[src/rtl/spi_transaction_fsm.sv]
// ----------------------------------------------------------------------------
// spi_transaction_fsm
//
// Purpose: sequences one SPI slave transaction (address/command word followed
// by a data word) from pre-synchronized chip-select and serial-clock edge
// pulses. Drives the address latch, shift-register parallel load, data-memory
// write enable and MISO tri-state enable as registered one-state strobes.
//
// Parameters:
//   WIDTH     shift-register width; address and data words are WIDTH bits
//
// Ports:
//   clk       FPGA clock, all state changes on its rising edge
//   rst_n     asynchronous active-low reset
//   cs_n      chip select, active-low, synchronized to clk
//   sclk_pos  one-clk pulse per serial-clock rising edge
//   sclk_neg  one-clk pulse per serial-clock falling edge
//   rw_bit    shift-register bit 0 in DECODE: 1 = read, 0 = write
//   addr_we   address latch capture strobe
//   sr_load   shift-register parallel-load strobe
//   dm_we     data-memory write enable strobe
//   miso_en   serial-out enable, high for the whole read shift phase
//   state     current state encoding (debug)
//   aborted   one-clk pulse after a mid-transaction chip-select release
//
// Build option:
//   SPI_FSM_ABORT_FLAG_EN  when defined, builds the aborted pulse register;
//                          otherwise aborted is constant 0.
// ----------------------------------------------------------------------------
module spi_transaction_fsm #(
    parameter int WIDTH = 8
) (
    input  logic       clk,
    input  logic       rst_n,
    input  logic       cs_n,
    input  logic       sclk_pos,
    input  logic       sclk_neg,
    input  logic       rw_bit,
    output logic       addr_we,
    output logic       sr_load,
    output logic       dm_we,
    output logic       miso_en,
    output logic [2:0] state,
    output logic       aborted
);

    typedef enum logic [2:0] {
        S_IDLE         = 3'd0,
        S_GET_ADDR     = 3'd1,
        S_DECODE       = 3'd2,
        S_READ_LOAD    = 3'd3,
        S_READ_SHIFT   = 3'd4,
        S_WRITE_RECV   = 3'd5,
        S_WRITE_COMMIT = 3'd6,
        S_DONE         = 3'd7
    } state_t;

    localparam int              CNT_W    = $clog2(WIDTH) + 1;
    localparam logic [CNT_W-1:0] CNT_LAST = CNT_W'(WIDTH - 1);

    state_t           state_q, state_d;
    logic [CNT_W-1:0] cnt_q, cnt_d;
    logic             abort_req;
    logic             addr_we_q, sr_load_q, dm_we_q, miso_en_q;

    // Chip select released while a transaction is in flight.
    assign abort_req = cs_n && (state_q != S_IDLE) && (state_q != S_DONE);

    // NOTE: every variable assigned in always_comb gets a default first, so no
    // path leaves it unassigned and no latch is inferred.
    always_comb begin
        state_d = state_q;
        cnt_d   = cnt_q;

        unique case (state_q)
            S_IDLE: begin
                if (!cs_n) state_d = S_GET_ADDR;
            end
            S_GET_ADDR: begin
                if (sclk_pos) begin
                    if (cnt_q == CNT_LAST) state_d = S_DECODE;
                    else                   cnt_d   = cnt_q + CNT_W'(1);
                end
            end
            S_DECODE: begin
                state_d = rw_bit ? S_READ_LOAD : S_WRITE_RECV;
            end
            S_READ_LOAD: begin
                state_d = S_READ_SHIFT;
            end
            S_READ_SHIFT: begin
                if (sclk_neg) begin
                    if (cnt_q == CNT_LAST) state_d = S_DONE;
                    else                   cnt_d   = cnt_q + CNT_W'(1);
                end
            end
            S_WRITE_RECV: begin
                if (sclk_pos) begin
                    if (cnt_q == CNT_LAST) state_d = S_WRITE_COMMIT;
                    else                   cnt_d   = cnt_q + CNT_W'(1);
                end
            end
            S_WRITE_COMMIT: begin
                state_d = S_DONE;
            end
            S_DONE: begin
                if (cs_n) state_d = S_IDLE;
            end
            default: begin
                state_d = S_IDLE;
            end
        endcase

        // Abort overrides any terminal-edge transition taken above, so a
        // simultaneous final pulse never reaches DECODE or WRITE_COMMIT.
        if (abort_req) state_d = S_IDLE;

        // Every state entry starts counting from zero; the edge pulse that
        // coincides with the entry is therefore not counted.
        if (state_d != state_q) cnt_d = '0;
    end

    // Strobes are decoded from the next state and registered alongside it, so
    // each is glitch-free and high exactly while the FSM sits in its state.
    // NOTE: asynchronous reset clears state and strobes immediately, without
    // waiting for a clock edge.
    always_ff @(posedge clk or negedge rst_n) begin
        if (!rst_n) begin
            state_q   <= S_IDLE;
            cnt_q     <= '0;
            addr_we_q <= 1'b0;
            sr_load_q <= 1'b0;
            dm_we_q   <= 1'b0;
            miso_en_q <= 1'b0;
        end else begin
            // NOTE: sequential state uses non-blocking assignments so every
            // register samples pre-edge values regardless of statement order.
            state_q   <= state_d;
            cnt_q     <= cnt_d;
            addr_we_q <= (state_d == S_DECODE);
            sr_load_q <= (state_d == S_READ_LOAD);
            dm_we_q   <= (state_d == S_WRITE_COMMIT);
            miso_en_q <= (state_d == S_READ_SHIFT);
        end
    end

`ifdef SPI_FSM_ABORT_FLAG_EN
    logic aborted_q;

    always_ff @(posedge clk or negedge rst_n) begin
        if (!rst_n) aborted_q <= 1'b0;
        else        aborted_q <= abort_req;
    end

    assign aborted = aborted_q;
`else
    assign aborted = 1'b0;
`endif

    assign addr_we = addr_we_q;
    assign sr_load = sr_load_q;
    assign dm_we   = dm_we_q;
    assign miso_en = miso_en_q;
    assign state   = state_q;

endmodule
[config.mk]
export PLATFORM = sky130hd
export DESIGN_NAME = spi_transaction_fsm
export DESIGN_NICKNAME = d
export VERILOG_FILES = /design/src/rtl/spi_transaction_fsm.sv
export SDC_FILE = /design/constraint.sdc
export NUM_CORES = 1
export LEC_CHECK = 0
export BUFFER_PORTS_ARGS = -buffer_cell sky130_fd_sc_hd__buf_2
export CORE_ASPECT_RATIO = 2
export CORE_UTILIZATION = 24
export DETAILED_ROUTE_END_ITERATION = 10
export SYNTH_ARGS = -nofsm -noshare
export SYNTH_HDL_FRONTEND = slang
export SYNTH_SLANG_ARGS = --single-unit
export TNS_END_PERCENT = 5
[constraint.sdc]
create_clock -name clk -period 2.6 [get_ports clk]
set_clock_uncertainty 0.15 [all_clocks]
set_input_delay 0.26 -clock clk [delete_from_list [all_inputs] [get_ports clk]]
set_output_delay 0.26 -clock clk [all_outputs]
set_load 0.02 [all_outputs]
==> flow_metrics.py, run 1 <==
metrics = {
    "outcome": {
        "outcome": "complete, no violations",
    },
    "worst_hold_path": {
        "holdCritPathClass": "primary input to async pin",
    },
    "cts": {
        "clk_pin_slew_worst_paths_ns": 0.05,
        "postCtsSetupBuffers": 0,
        "clock-sinks": 11,
        "cts_tree": "yes",
        "hold_buffers": 1,
        "ctsResizeCount": 0,
        "ctsLongestPathBuffers": 2,
        "htreeDepth": 1,
        "cts_inserted_buffers": 3,
        "cts_root_buf": "clkbuf_8",
        "clk_latency_ns": 0.23,
    },
    "sta": {
        "tightest_slew_ns": 0.506,
        "hold_violations": 0,
        "min_period_over_period": 0.801,
        "rsz0062_at_grt": "no",
        "setup_tns_ns": 0,
        "maxSlewHeadroom": 0.660,
        "setup_violations": 0,
        "fin_ws_ns": 0.517,
        "max_freq_mhz": 480,
        "period_needed_ns": 2.08,
        "slew_violations": 0,
    },
    "die": {
        "start_util": 0.252,
        "die_w_um": 39.9,
        "core_mm2": 0.00274,
        "rows": 27,
        "boundaryPins": 14,
        "die-height_um": 77.9,
        "die_area_mm2": 0.00311,
    },
    "yosys": {
        "ys_ff_latch": 11,
        "synth-xor-area-share": 0.0127,
        "ys_types": 36,
        "synth_compound_gate_area_share": 0.234,
        "synth_edf_count": 0,
        "avgSynthCellArea_um2": 9.46,
        "synthArstFlopShare": 1.00,
        "synthFlopType": "dfrtp_1",
        "synth_top_area_share": 0.399,
        "synth_adder_area_share": 0.0181,
        "synth_warnings": 0,
        "syn_nets": 80,
        "yosys.area.top_type": "dfrtp_1",
        "netlist_top_cells_area": "dfrtp_1 (40%), a211oi_1 (3.3%), nor2_1 (3.3%), a21oi_1 (2.9%), nand3b_4 (2.9%)",
        "synth_top_family_by_area": "simple AND/OR/NAND/NOR gates",
        "synth_simple_gate_area_share": 0.252,
        "syn_area_um2": 691,
        "syn-instance-count": 73,
        "seq_area_frac_synth": 0.399,
        "synth_mux_area_frac": 0,
    },
    "route": {
        "drt.antenna.violating_nets": 0,
        "drt_iter0_drc": 22,
        "wirelength_um": 1500,
        "num_vias": 592,
        "viasPerCell": 5.24,
        "drc_errors": 0,
        "wire_per_inst_um": 13.2,
        "first_pass_iters": 4,
    },
    "worst_setup_path": {
        "crit_slowest_cell": "dfrtp_1",
        "critical_path_buf_inv_count": 0,
        "crit_fanout": 7,
        "startpoint_type": "flip-flop",
        "crit_path_max_incr_delay_ns": 0.40,
        "path_delay_family": "simple AND/OR/NAND/NOR gates",
        "worstSetupEndpointType": "flip-flop",
        "cp.required_ns": 2.56,
        "crit_type": "flip-flop to flip-flop",
        "worstPathArrival_ns": 2.05,
        "cp_cell_sequence": "ha_1, and3b_1, and4_1, o31a_1, nor4bb_1",
    },
    "power_and_ir_drop": {
        "power.clock.fraction": 0.404,
        "switching_share": 0.245,
        "vdd_ir_drop_max_mv": 0.332,
        "p_leak_nw": 0.378,
        "p_sw_mw": 0.0992,
        "combPwrFrac": 0.134,
        "internal_power_mw": 0.306,
        "power_density_mw_per_mm2": 505,
        "seq_power_share": 0.463,
        "power_mw": 0.406,
    },
    "cells_and_area": {
        "finalNonFillerCells": 113,
        "layout_common_cells": "buf_2 (12), dfrtp_1 (11), nor2_1 (6)",
        "fin_util": 0.294,
        "drive_above_1_share": 0.238,
        "diodes": 0,
        "final_nets": 92,
        "area_growth_pct": 16.3,
        "final_common_cell": "buf_2",
    },
    "grt": {
        "grt_pass1_wl_um": 2590,
        "grt_use_total": 0.118,
        "first_global_vias": 607,
        "grt_max_degree": 13,
        "grt_overflow": 0,
        "antenna_found_initial": 0,
    },
    "placed_design": {
        "numPortBuffers": 12,
        "place_inst": 108,
        "place_ws_ns": 0.487,
        "place_congestion": 0.914,
        "hpwl_um": 1220,
    },
    "flow_run": {
        "maxCapViolations": 0,
    },
}
[flip-flops by register name, indices dropped and copies added, names as in the netlist]
name     flops
miso_en      1
addr_we      1
dm_we        1
state        3
sr_load      1
cnt_q        4
[logic make-up after synthesis]
logic type / count (synthesis)
DFF: 11
xor gates and xnor gates: 1
adders and majority gates: 1
AOI/OAI and AO/OA: 22
other: 1
buffers and inverters: 10
and+or+nand+nor: 27
[per-stage QoR]
| step | instance area (um2) | hold WS, ns |
|---|---|---|
| finish | 803 | 0.272 |
| global route | 803 | 0.283 |
| CTS | 803 | 0.271 |
| detailed placement | 747 | -0.0100 |
| global placement | 747 | -0.0187 |
| floorplan | 691 | -0.186 |
[worst reg2reg max path, cell delays in order, from the launching register on]
cell and delay (ns):
dfrtp_1 0.40, ha_1 0.23, and3b_1 0.26, and4_1 0.25
o31a_1 0.34, nor4bb_1 0.34
[per-layer routing]
metal	share of wire	GRT usage	vias to the layer above	wire length (um)
met5	0	0	-	0
met4	0.035	0.0759	0	53
met3	0.028	0.0171	6	42
met2	0.56	0.189	13	845
met1	0.37	0.136	282	556
li1	-	-	291	-
[synthesized netlist by cell type (all sizes together) (2+ instances only)]
library cell / instances
dfrtp: 11
a2bb2oi: 2
clkbuf: 2
buf: 4
o21ai: 4
nor4b: 2
nor2: 6
a21oi: 4
nand2: 4
nor4: 3
a211oi: 3
inv: 4
nand3: 3
a2111oi: 2
o31a: 2
[power groups by stage]
stage          Combinational, mW  Clock [mW]  Sequential [mW]
2_1_floorplan             0.0419           0            0.189
3_3_place_gp              0.0514           0            0.190
3_5_place_dp              0.0532           0            0.191
4_1_cts                   0.0545       0.170            0.188
5_1_grt                   0.0607       0.182            0.189
6_report                  0.0542       0.164            0.188
[final cells by class]
type / instances / area (um2)
clock inverter: 1 / 5.00
timing repair buffer: 13 / 70.1
sequential: 11 / 275
clock buffer: 3 / 41.3
tap: 29 / 36.3
inverter: 4 / 15.0
multi-input combinational: 52 / 360
fill: 293 / 1930
[final timing paths]
kind	from	to	slack (ns)	cells past startpoint
hold / removal	rst_n	dm_we	0.27	2
hold reg to reg	cnt_q[0]	cnt_q[0]	0.44	2
max in group asynchronous	rst_n	cnt_q[1]	1.82	2
setup / recovery	cnt_q[0]	miso_en	0.52	5
min in group clk	cs_n	state[0]	0.33	3
setup reg to reg	cnt_q[0]	miso_en	0.52	5
Note: power is estimated with default switching activity, not from simulation.
==> run 2: changes to the inputs <==
Clock period 2.6 ns to 1.9 ns, I/O delays scaled along.
==> run 2 against run 1 <==
Effect of this change:
- total power grew 47%
- clock-buffer cell count rose by 1
- largest cell class unchanged
- hold slack worse by 0.072 ns
- first-iteration DRC count is 50% lower
- register-to-register slack lost 0.51 ns
- die area unchanged
- sequential cell count is the same
- non-clock buffer count rose by 10
- largest power group unchanged
- critical endpoint is now cnt_q[3]
- clock power increased by 40%
- core utilization rose by 4.8 points
==> flow_metrics.py, run 2 (synthesized netlist as in run 1, its figures left out) <==
metrics = {
    "power_and_ir_drop": {
        "power.clock.fraction": 0.387,
        "vdd_ir_drop_max_mv": 0.387,
        "power_density_mw_per_mm2": 638,
        "internal_power_mw": 0.445,
        "switching_share": 0.253,
        "p_leak_nw": 0.426,
        "p_sw_mw": 0.151,
        "combPwrFrac": 0.185,
        "seq_power_share": 0.428,
    },
    "grt": {
        "grt_use_total": 0.135,
        "grt_pass1_wl_um": 2960,
        "grt_overflow": 0,
        "first_global_vias": 710,
        "grt_max_degree": 12,
        "antenna_found_initial": 0,
    },
    "cts": {
        "clock-sinks": 11,
        "cts_root_buf": "clkbuf_8",
        "clk_pin_slew_worst_paths_ns": 0.05,
        "cts_tree": "yes",
        "clk_latency_ns": 0.23,
        "cts_inserted_buffers": 3,
        "htreeDepth": 1,
        "ctsLongestPathBuffers": 2,
    },
    "worst_setup_path": {
        "cp_cell_sequence": "ha_2, and3b_2, or4_4, a2111oi_4",
        "crit_path_max_incr_delay_ns": 0.53,
        "cp.required_ns": 1.88,
        "startpoint_type": "flip-flop",
        "worstPathArrival_ns": 1.87,
        "critical_path_buf_inv_count": 0,
        "crit_fanout": 5,
        "worstSetupEndpointType": "flip-flop",
        "path_delay_family": "simple AND/OR/NAND/NOR gates",
        "crit_type": "flip-flop to flip-flop",
        "setup.worst_path.start": "cnt_q[1]",
        "crit_slowest_cell": "or4_4",
        "r2r_start": "cnt_q[1]",
    },
    "route": {
        "drc_errors": 0,
        "drt_iter0_drc": 11,
        "wirelength_um": 1810,
        "wire_per_inst_um": 14.7,
        "drt.antenna.violating_nets": 0,
        "first_pass_iters": 4,
        "viasPerCell": 5.34,
        "num_vias": 657,
    },
    "sta": {
        "min_period_over_period": 0.995,
        "setup_tns_ns": 0,
        "rsz0062_at_grt": "yes",
        "maxSlewHeadroom": 0.642,
        "hold_violations": 0,
        "max_freq_mhz": 529,
        "setup_violations": 0,
        "period_needed_ns": 1.89,
        "tightest_slew_ns": 0.536,
        "slew_violations": 0,
    },
    "die": {
        "die_area_mm2": 0.00311,
        "start_util": 0.252,
        "core_mm2": 0.00274,
        "boundaryPins": 14,
        "die-height_um": 77.9,
        "die_w_um": 39.9,
        "rows": 27,
    },
    "cells_and_area": {
        "area_growth_pct": 35.1,
        "layout_common_cells": "buf_2 (12), buf_4 (10), dfrtp_1 (9), nor2_1 (6)",
        "drive_above_1_share": 0.426,
        "final_common_cell": "buf_2",
        "largest-register": "cnt_q",
        "final_nets": 102,
        "finalNonFillerCells": 123,
        "fin_util": 0.341,
        "largest_reg_flops": 4,
        "diodes": 0,
    },
    "placed_design": {
        "place_congestion": 0.873,
        "hpwl_um": 1410,
        "numPortBuffers": 12,
        "place_inst": 117,
    },
    "worst_hold_path": {
        "holdCritPathClass": "primary input to async pin",
    },
    "outcome": {
        "outcome": "complete, no violations",
    },
    "flow_run": {
        "maxCapViolations": 0,
    },
}
[run 2: routing by layer]
layer  global-route usage  vias up  routed length [um]  share of wire
met2                0.242       22                1100           0.61
li1                     -      312                   -              -
met3               0.0200       10                  55          0.030
met5                    0        -                   0              0
met4               0.0759        0                  74          0.041
met1                0.129      313                 577           0.32
[run 2: worst paths after layout]
| check | depth (start not counted) | to | slack [ns] |
|---|---|---|---|
| worst max-delay path | 4 | cnt_q[3] | 0.009 |
| worst min-delay path | 2 | cnt_q[3] | 0.20 |
| worst min register to register | 2 | cnt_q[3] | 0.46 |
| worst max register to register | 4 | cnt_q[3] | 0.009 |
| min in group clk | 3 | state[0] | 0.25 |
| max in group asynchronous | 2 | state[0] | 1.17 |
[run 2: timing repair]
| item | CTS | global route |
|---|---|---|
| hold endpoints to repair | 11 | 0 |
| setup endpoints to repair | 5 | 4 |
| hold buffers | 1 | 0 |
| pin swaps | 3 | 3 |
| resized for setup | 5 | 5 |
| buffers inserted | 1 | 0 |
[run 2: cell type report]
cell class / count / area (um2)
repair buffers: 23 / 145
fillers: 287 / 1800
multi-input cells: 52 / 414
clock buffers: 4 / 45.0
well taps: 29 / 36.3
inverters: 4 / 15.0
flip-flops and latches: 11 / 278
[run 2: through the flow]
step | hold WS (ns) | instance area, um2 | worst slack [ns] | power, mW
after floorplan | -0.256 | 708 | 0.00105 | 0.317
after global placement | -0.0811 | 831 | -0.0112 | 0.351
after detailed placement | -0.0765 | 831 | -0.0599 | 0.354
after CTS | 0.200 | 913 | 0.00869 | 0.597
after global routing | 0.242 | 933 | -0.0324 | 0.628
final | 0.200 | 933 | 0.00870 | 0.595
[run 2: power groups by stage]
stage	sequential, mW	combinational (mW)	clock [mW]
6_report	0.255	0.110	0.230
5_1_grt	0.255	0.123	0.250
4_1_cts	0.255	0.105	0.237
3_5_place_dp	0.259	0.0948	0
3_3_place_gp	0.258	0.0929	0
2_1_floorplan	0.259	0.0587	0
